[config.mk]
export PLATFORM = sky130hd
export DESIGN_NAME = uart_rx_shift_fifo_flat
export DESIGN_NICKNAME = d
export VERILOG_FILES = /design/src/rtl/uart_rx_shift_fifo_if.sv /design/src/rtl/uart_rx_shift_fifo.sv /design/src/flat_wrapper.sv
export SDC_FILE = /design/constraint.sdc
export NUM_CORES = 1
export LEC_CHECK = 0
export CORE_MARGIN = 1
export CORE_UTILIZATION = 45
export DETAILED_ROUTE_END_ITERATION = 16
export PLACE_DENSITY = 0.61
export SYNTH_ARGS = -nofsm -noshare
export SYNTH_HDL_FRONTEND = slang
export SYNTH_SLANG_ARGS = --single-unit
[constraint.sdc]
create_clock -name CLOCK -period 4.7 [get_ports CLOCK]
set_clock_uncertainty 0.15 [all_clocks]
set_input_delay 0.47 -clock CLOCK [delete_from_list [all_inputs] [get_ports CLOCK]]
set_output_delay 0.47 -clock CLOCK [all_outputs]
set_load 0.005 [all_outputs]
[src/rtl/uart_rx_shift_fifo_if.sv]
// Receive-path bundle for uart_rx_shift_fifo: serial input strobes from the
// bit timer (master) and the FIFO pop/status side returned by the block (slave).
interface uart_rx_shift_fifo_if #(
   parameter int DATA_W = 8,
   parameter int DEPTH  = 4
);
   localparam int CNT_W = $clog2(DEPTH + 1);

   logic              Rx;
   logic              shift;
   logic              load_buffer;
   logic              Rd_en;
   logic              clr_ovrflw;
   logic [DATA_W-1:0] rx_data_out;
   logic              parity_err;
   logic              d_valid;
   logic              overflow;
   logic [CNT_W-1:0]  count;

   modport master (
      output Rx, shift, load_buffer, Rd_en, clr_ovrflw,
      input  rx_data_out, parity_err, d_valid, overflow, count
   );

   modport slave (
      input  Rx, shift, load_buffer, Rd_en, clr_ovrflw,
      output rx_data_out, parity_err, d_valid, overflow, count
   );
endinterface

[src/rtl/uart_rx_shift_fifo.sv]
// UART receive shift register feeding a DEPTH-entry frame FIFO with sticky overflow.
// Optional even-parity capture is enabled by defining UART_RX_PARITY_EN.
module uart_rx_shift_fifo #(
   parameter int DATA_W = 8,
   parameter int DEPTH  = 4
) (
   input  logic                 CLOCK,
   input  logic                 reset,
   uart_rx_shift_fifo_if.slave  bus
);
   localparam int PTR_W = $clog2(DEPTH);
   localparam int CNT_W = $clog2(DEPTH + 1);
`ifdef UART_RX_PARITY_EN
   localparam int SR_W = DATA_W + 1;
`else
   localparam int SR_W = DATA_W;
`endif

   logic [SR_W-1:0]   sr_q, sr_d;
   logic [PTR_W-1:0]  wr_ptr_q, wr_ptr_d;
   logic [PTR_W-1:0]  rd_ptr_q, rd_ptr_d;
   logic [CNT_W-1:0]  count_q, count_d;
   logic [DATA_W-1:0] data_q, data_d;
   logic              dvalid_q, dvalid_d;
   logic              ovf_q, ovf_d;
   logic [DATA_W-1:0] mem_q [DEPTH];

   logic full;
   logic empty;
   logic push;
   logic pop;

   always_comb begin
      full  = (count_q == CNT_W'(DEPTH));
      empty = (count_q == '0);
      pop   = bus.Rd_en && !empty;
      // A pop in the same cycle frees the slot a full FIFO needs for the push.
      push  = bus.load_buffer && (!full || pop);

      sr_d = sr_q;
      if (bus.shift) begin
         sr_d = {bus.Rx, sr_q[SR_W-1:1]};
      end

      wr_ptr_d = wr_ptr_q;
      if (push) begin
         wr_ptr_d = wr_ptr_q + PTR_W'(1);
      end
      rd_ptr_d = rd_ptr_q;
      if (pop) begin
         rd_ptr_d = rd_ptr_q + PTR_W'(1);
      end

      count_d = count_q;
      case ({push, pop})
         2'b10:   count_d = count_q + CNT_W'(1);
         2'b01:   count_d = count_q - CNT_W'(1);
         default: count_d = count_q;
      endcase

      data_d = data_q;
      if (bus.Rd_en) begin
         data_d = pop ? mem_q[rd_ptr_q] : '0;
      end

      dvalid_d = (count_d != '0);

      ovf_d = ovf_q;
      if (bus.clr_ovrflw) begin
         ovf_d = 1'b0;
      end else if (bus.load_buffer && full && !bus.Rd_en) begin
         ovf_d = 1'b1;
      end
   end

   always_ff @(posedge CLOCK or posedge reset) begin
      if (reset) begin
         sr_q     <= '0;
         wr_ptr_q <= '0;
         rd_ptr_q <= '0;
         count_q  <= '0;
         data_q   <= '0;
         dvalid_q <= 1'b0;
         ovf_q    <= 1'b0;
      end else begin
         sr_q     <= sr_d;
         wr_ptr_q <= wr_ptr_d;
         rd_ptr_q <= rd_ptr_d;
         count_q  <= count_d;
         data_q   <= data_d;
         dvalid_q <= dvalid_d;
         ovf_q    <= ovf_d;
      end
   end

   // Storage is not reset; occupancy is tracked entirely by the pointers/count.
   always_ff @(posedge CLOCK) begin
      if (push) begin
         mem_q[wr_ptr_q] <= sr_q[DATA_W-1:0];
      end
   end

`ifdef UART_RX_PARITY_EN
   logic mem_par_q [DEPTH];
   logic perr_q, perr_d;

   always_comb begin
      perr_d = perr_q;
      if (bus.Rd_en) begin
         perr_d = pop ? mem_par_q[rd_ptr_q] : 1'b0;
      end
   end

   always_ff @(posedge CLOCK or posedge reset) begin
      if (reset) begin
         perr_q <= 1'b0;
      end else begin
         perr_q <= perr_d;
      end
   end

   always_ff @(posedge CLOCK) begin
      if (push) begin
         mem_par_q[wr_ptr_q] <= ^sr_q;
      end
   end

   assign bus.parity_err = perr_q;
`else
   assign bus.parity_err = 1'b0;
`endif

   assign bus.rx_data_out = data_q;
   assign bus.d_valid     = dvalid_q;
   assign bus.overflow    = ovf_q;
   assign bus.count       = count_q;
endmodule
[src/flat_wrapper.sv]
// flat-port wrapper written by rule: the top's interface ports become plain ports
module uart_rx_shift_fifo_flat 
#(
   parameter int DATA_W = 8,
   parameter int DEPTH  = 4
)
  (CLOCK, reset, bus_Rx, bus_shift, bus_load_buffer, bus_Rd_en, bus_clr_ovrflw, bus_rx_data_out, bus_parity_err, bus_d_valid, bus_overflow, bus_count);
  uart_rx_shift_fifo_if #(.DATA_W(DATA_W), .DEPTH(DEPTH)) bus_i ();
  input  logic CLOCK;
  input  logic reset;
  input wire logic [$bits(bus_i.Rx)-1:0] bus_Rx;
  input wire logic [$bits(bus_i.shift)-1:0] bus_shift;
  input wire logic [$bits(bus_i.load_buffer)-1:0] bus_load_buffer;
  input wire logic [$bits(bus_i.Rd_en)-1:0] bus_Rd_en;
  input wire logic [$bits(bus_i.clr_ovrflw)-1:0] bus_clr_ovrflw;
  output wire logic [$bits(bus_i.rx_data_out)-1:0] bus_rx_data_out;
  output wire logic [$bits(bus_i.parity_err)-1:0] bus_parity_err;
  output wire logic [$bits(bus_i.d_valid)-1:0] bus_d_valid;
  output wire logic [$bits(bus_i.overflow)-1:0] bus_overflow;
  output wire logic [$bits(bus_i.count)-1:0] bus_count;
  assign bus_i.Rx = bus_Rx;
  assign bus_i.shift = bus_shift;
  assign bus_i.load_buffer = bus_load_buffer;
  assign bus_i.Rd_en = bus_Rd_en;
  assign bus_i.clr_ovrflw = bus_clr_ovrflw;
  assign bus_rx_data_out = bus_i.rx_data_out;
  assign bus_parity_err = bus_i.parity_err;
  assign bus_d_valid = bus_i.d_valid;
  assign bus_overflow = bus_i.overflow;
  assign bus_count = bus_i.count;
  uart_rx_shift_fifo #(.DATA_W(DATA_W), .DEPTH(DEPTH)) u_core (.CLOCK(CLOCK), .reset(reset), .bus(bus_i));
endmodule
## After elaboration in Yosys (flattened, before gate mapping)

Memory sizes are Yosys's and may differ from the RTL's.
Index checks and enable logic that the tools add are counted.

| storage, ports and cells | value |
|---|---|
| bits in registers | 25 |
| logic and storage cells | 32 |
| input bits | 7 |
| output and inout bits | 14 |
| bits in writable memories | 32 |
| memories kept | 1 |

| operators by class | value |
|---|---|
| reductions and logical operators | 11 |
| equality and inequality tests | 3 |
| add/sub/neg operators | 4 |
| mux-type cells | 6 |

Memory list:

| name | depth | bits a word | rd ports | clocked after Yosys merged registers in | wr ports | RTL line | RTL |
|---|---|---|---|---|---|---|---|
| u_core.mem_q | 4 | 8 | 1 | 0 | 1 | uart_rx_shift_fifo.sv:26 | `logic [DATA_W-1:0] mem_q [DEPTH];` |

Operators by type and width:

| operator | count |
|---|---|
| $mux W8 | 1 |
| $pmux W3 S2 | 1 |
| $add A2 B1 Y2 const B | 2 |
| $logic_and A1 B1 Y1 | 4 |
| $mux W1 | 4 |
| $add A3 B1 Y3 const B | 1 |
| $eq A3 B3 Y1 const B | 1 |
| $logic_not A1 Y1 | 3 |
| $logic_not A3 Y1 | 1 |
| $reduce_bool A3 Y1 | 1 |
| $sub A3 B1 Y3 const B | 1 |
| $eq A2 B1 Y1 const B | 1 |
| $eq A2 B2 Y1 const B | 1 |
| $reduce_bool A2 Y1 | 1 |
| $logic_or A1 B1 Y1 | 1 |

## Longest topological paths before layout

| logic depth | value |
|---|---|
| depth in word-level cells | 8 |
| depth in mapped cells | 10 |
| depth with buffers taken out | 9 |

## Worst setup path before layout

OpenSTA, ideal clock, no wires.

| timing | value |
|---|---|
| path kind | input to register |
| from | input bus_Rd_en |
| to | register u_core.dvalid_q (netlist: u_core.bus.d_valid) |
| stages | 10 |
| data required time | 4.477 ns |
| slack | 2.306 ns |
| buffers on the path | 1 |
| library setup time | 0.073 ns |
| data arrival time | 2.171 ns |
| path through | buf_6 nor4b_4 nor2b_2 inv_1 ha_1 inv_1 fa_1 xor2_1 or3_1 nand4bb_1 |

| on the way | value |
|---|---|
| longest elaborated chain between the ends | 6 |
| elaborated cells on any way between the ends | 7 |
| those cells by class | eq/ne: 2; mux: 1; reduce/logical: 4 |

RTL lines:

| item | RTL line | RTL |
|---|---|---|
| start: declaration | flat_wrapper.sv:14 | `input wire logic [$bits(bus_i.Rd_en)-1:0] bus_Rd_en;` |
| $logic_and A1 B1 Y1 (*) | uart_rx_shift_fifo.sv:36 | `pop = bus.Rd_en && !empty;` |
| $logic_or A1 B1 Y1 | uart_rx_shift_fifo.sv:38 | `push = bus.load_buffer && (!full \|\| pop);` |
| $logic_and A1 B1 Y1 | uart_rx_shift_fifo.sv:38 |  |
| $eq A2 B1 Y1 or $eq A2 B2 Y1 (tied branches) | uart_rx_shift_fifo.sv:55 | `case ({push, pop})` |
| $pmux W3 S2 (*) | uart_rx_shift_fifo.sv:55 |  |
| $reduce_bool A3 Y1 (*) | uart_rx_shift_fifo.sv:66 | `dvalid_d = (count_d != '0);` |
| net u_core.dvalid_d | uart_rx_shift_fifo.sv:24 | `logic dvalid_q, dvalid_d;` |
| end signal: assignment | uart_rx_shift_fifo.sv:91 | `dvalid_q <= dvalid_d;` |
| end: declaration | uart_rx_shift_fifo.sv:24 |  |

Mark *: on every way through the listed nets, which the timed path passes. The rest lies on a longest branch.
A chain may end at the register's enable or synchronous reset.

## Worst setup path in the final report

Ends and elaborated chain as after synthesis.

==> reports/results.tsv <==
stage	metric	value	unit
sta	fin_ws	1.97	ns
cells_and_area	fin_area	2740	µm²
logic_synthesis	post-synth-top-count-cell	edfxtp_1	
detailed_routing	via_count	1136	
setup_path	critPathCaptureType	flop	
setup_path	r2r_end	u_core.bus.d_valid$_DFF_PP0_	
clocking	postCtsSetupBuffers	0	
placement	gp_congestion	0.715	
detailed_routing	drc_errors	0	
logic_synthesis	synth_nets	151	
sta	clock.fmax	366	MHz
sta	drv_slew	0	
pwr	power	0.00171	W
logic_synthesis	async_flop_share	43.9	%
pwr	vdd_ir_drop_max	284	µV
sta	tns	0	ns
clocking	clkLatencyLatePin	0.33	ns
detailed_routing	drt_iter0_drc	45	
placement	place_area	2540	µm²
setup_path	rrSetupSlack	2.30	ns
detailed_routing	wire_per_inst	15.8	µm
placement	hpwl	2390	µm
sta	finalHoldViolCount	0	
clocking	cts_hold_buf	0	
logic_synthesis	yosys.area.top_type	edfxtp_1	
cells_and_area	syn_to_final_growth	18.5	%
sta	setup_viol	0	
logic_synthesis	ys_top_cells_by_count	32 x edfxtp_1, 25 x dfrtp_1, 15 x inv_1, 10 x nand2_1, 9 x o21ai_0	
detailed_routing	dr.pass1.iters	4	
detailed_routing	final_antenna_net_count	0	
global_routing	grt_pass1_vias	1140	
logic_synthesis	synthTopCellsByArea	edfxtp_1 42%, dfrtp_1 27%, mux4_1 4.6%	
logic_synthesis	yosysWarnings	0	
logic_synthesis	synth_seq_area_share	68.7	%
clocking	cts_tree	done	
placement	port_buffers	19	
setup_path	worstPathRequired	4.81	ns
pwr	p_leak	1.07	nW
detailed_routing	routed_wl	3690	µm
cells_and_area	antennaDiodeCount	0	
setup_path	path_class	primary input to flop	
cells_and_area	final_layout_size_suffix_gt1_share	21.0	%
logic_synthesis	synth_area	2310	µm²
floorplan	initial_core_util	47.9	%
setup_path	critPathLaunchType	primary input	
logic_synthesis	synth.ff_latch_count	57	
floorplan	die-area	5420	µm²
run	maxCapViolations	0	
setup_path	ff2ff_path_depth	9	
min_path	min_to	u_core.bus.overflow$_DFFE_PP0P_	
logic_synthesis	synth_top_area_share	41.6	%
sta	fin_crit_sh	58.1	%
logic_synthesis	synthCells	138	
logic_synthesis	synth-edff-count	32	
detailed_routing	vias_per_cell	4.85	
global_routing	grt_pass1_wl	5820	µm
logic_synthesis	synth_top_flop_cell	edfxtp_1	
logic_synthesis	synth_cell_types	28	
floorplan	fp.dieH	73.6	µm
min_path	min_path_type	flop to flop	
sta	tightest_slew	0.986	ns
floorplan	die_x	73.6	µm
sta	rsz0062_at_grt	no	
setup_path	rr_startpoint	u_core.bus.count[0]$_DFF_PP0_	
global_routing	antenna_found_initial	0	
global_routing	grt_usage	16.0	%
cells_and_area	nets	175	
clocking	cts_num_sinks	57	
sta	hold_ws	0.360	ns
floorplan	core	4820	µm²
min_path	hold_depth	2	
sta	slew-limit-headroom	34.2	%
setup_path	crit_fanout	10	
floorplan	io_pins	21	
sta	layout_min_cycle_time	2.73	ns
clocking	cts-buffers-inserted	9	
logic_synthesis	synth_area_per_cell	16.7	µm²
global_routing	grt_max_degree	26	
floorplan	rows	25	
run_status	outcome	complete, no violations	
clocking	clk_pin_slew_worst_paths	0.06	ns
setup_path	worstPathArrival	2.84	ns
pwr	p_per_area	627	nW/µm²
global_routing	grt-ovfl-total	0	
placement	dp_slack	1.64	ns
min_path	hp-start	u_core.bus.overflow$_DFFE_PP0P_	
clocking	clockBufferDepth	2	
clocking	cts_resized	0	
clocking	h-tree-depth	3	
clocking	cts_root_buf	clkbuf_8	
## layout make-up
type | instances | area (µm²)
tap | 67 | 83.8
clock inverter | 6 | 68.8
clock buffer | 10 | 128
multi-input combinational | 60 | 622
sequential | 57 | 1590
timing repair buffer | 19 | 190
fill | 410 | 2080
inverter | 15 | 56.3
## metrics by stage
step	util, %	cells
3_5_place_dp	52.7	218
4_1_cts	56.8	234
3_3_place_gp	52.7	218
2_1_floorplan	-	138
6_report	56.8	234
5_1_grt	56.8	234
## worst max-delay path by stage
| stage | start | endpoint | slack (ns) | depth (start not counted) |
|---|---|---|---|---|
| after detailed placement | bus_Rd_en | u_core.bus.d_valid$_DFF_PP0_ | 1.64 | 10 |
| after global routing | bus_Rd_en | u_core.bus.d_valid$_DFF_PP0_ | 1.86 | 10 |
| after CTS | bus_Rd_en | u_core.bus.d_valid$_DFF_PP0_ | 1.98 | 10 |
| after floorplan | bus_Rd_en | u_core.bus.d_valid$_DFF_PP0_ | 2.31 | 10 |
| after global placement | bus_Rd_en | u_core.bus.d_valid$_DFF_PP0_ | 1.70 | 10 |
| final | bus_Rd_en | u_core.bus.d_valid$_DFF_PP0_ | 1.97 | 10 |
## placed cells by master, fill, tap and decap left out, drive strengths merged
cell / n
o31a: 1
mux2: 9
edfxtp: 32
inv: 15
o21ai: 9
clkbuf: 10
and2: 4
a21oi: 1
nor2b: 1
clkinvlp: 1
nor4b: 1
clkinv: 4
nand2: 10
xor2: 2
ha: 5
xnor2: 3
or3: 1
mux4: 8
clkdlybuf4s50: 19
mux2i: 1
bufinv: 1
conb: 1
nor2: 1
nand4bb: 1
dfrtp: 25
fa: 1
## power by group
part	leakage (nW)	internal [W]	switching, W	total (W)
registers	0.594	0.000704	0.000123	0.000827
clock network	0.0964	0.000246	0.000200	0.000446
logic	0.384	0.000261	0.000181	0.000442
## per-layer routing
layer	up-vias	part of all wire (%)	GRT usage, %
met5	-	0	0
met1	567	43	18.9
li1	535	-	-
met3	6	5.5	8.78
met4	0	1.5	5.77
met2	28	49	24.8
## state kept, by name, summed over array words and instances, names as in the netlist
register	flops
u_core.bus.overflow	1
u_core.bus.rx_data_out	8
u_core.wr_ptr_q	2
u_core.mem_q	32
u_core.bus.d_valid	1
u_core.rd_ptr_q	2
u_core.sr_q	8
u_core.bus.count	3
## cell families after synthesis
family / after synthesis / synth area share (%)
AOI/OAI and AO/OA: 11 / 2.60
xor gates and xnor gates: 5 / 1.90
adders and majority gates: 6 / 3.58
buffers and inverters: 21 / 4.34
DFF: 57 / 68.7
muxes: 18 / 13.4
other: 1 / 0.162
and+or+nand+nor: 19 / 5.26
## worst max-delay path, cell delays in order
cell	delay, ns
clkdlybuf4s50_1	0.58
nor4b_4	0.38
nor2b_2	0.13
inv_1	0.07
ha_1	0.17
inv_1	0.06
fa_1	0.38
xor2_1	0.16
or3_1	0.33
nand4bb_1	0.11
Note: power is estimated with default switching activity, not from simulation.
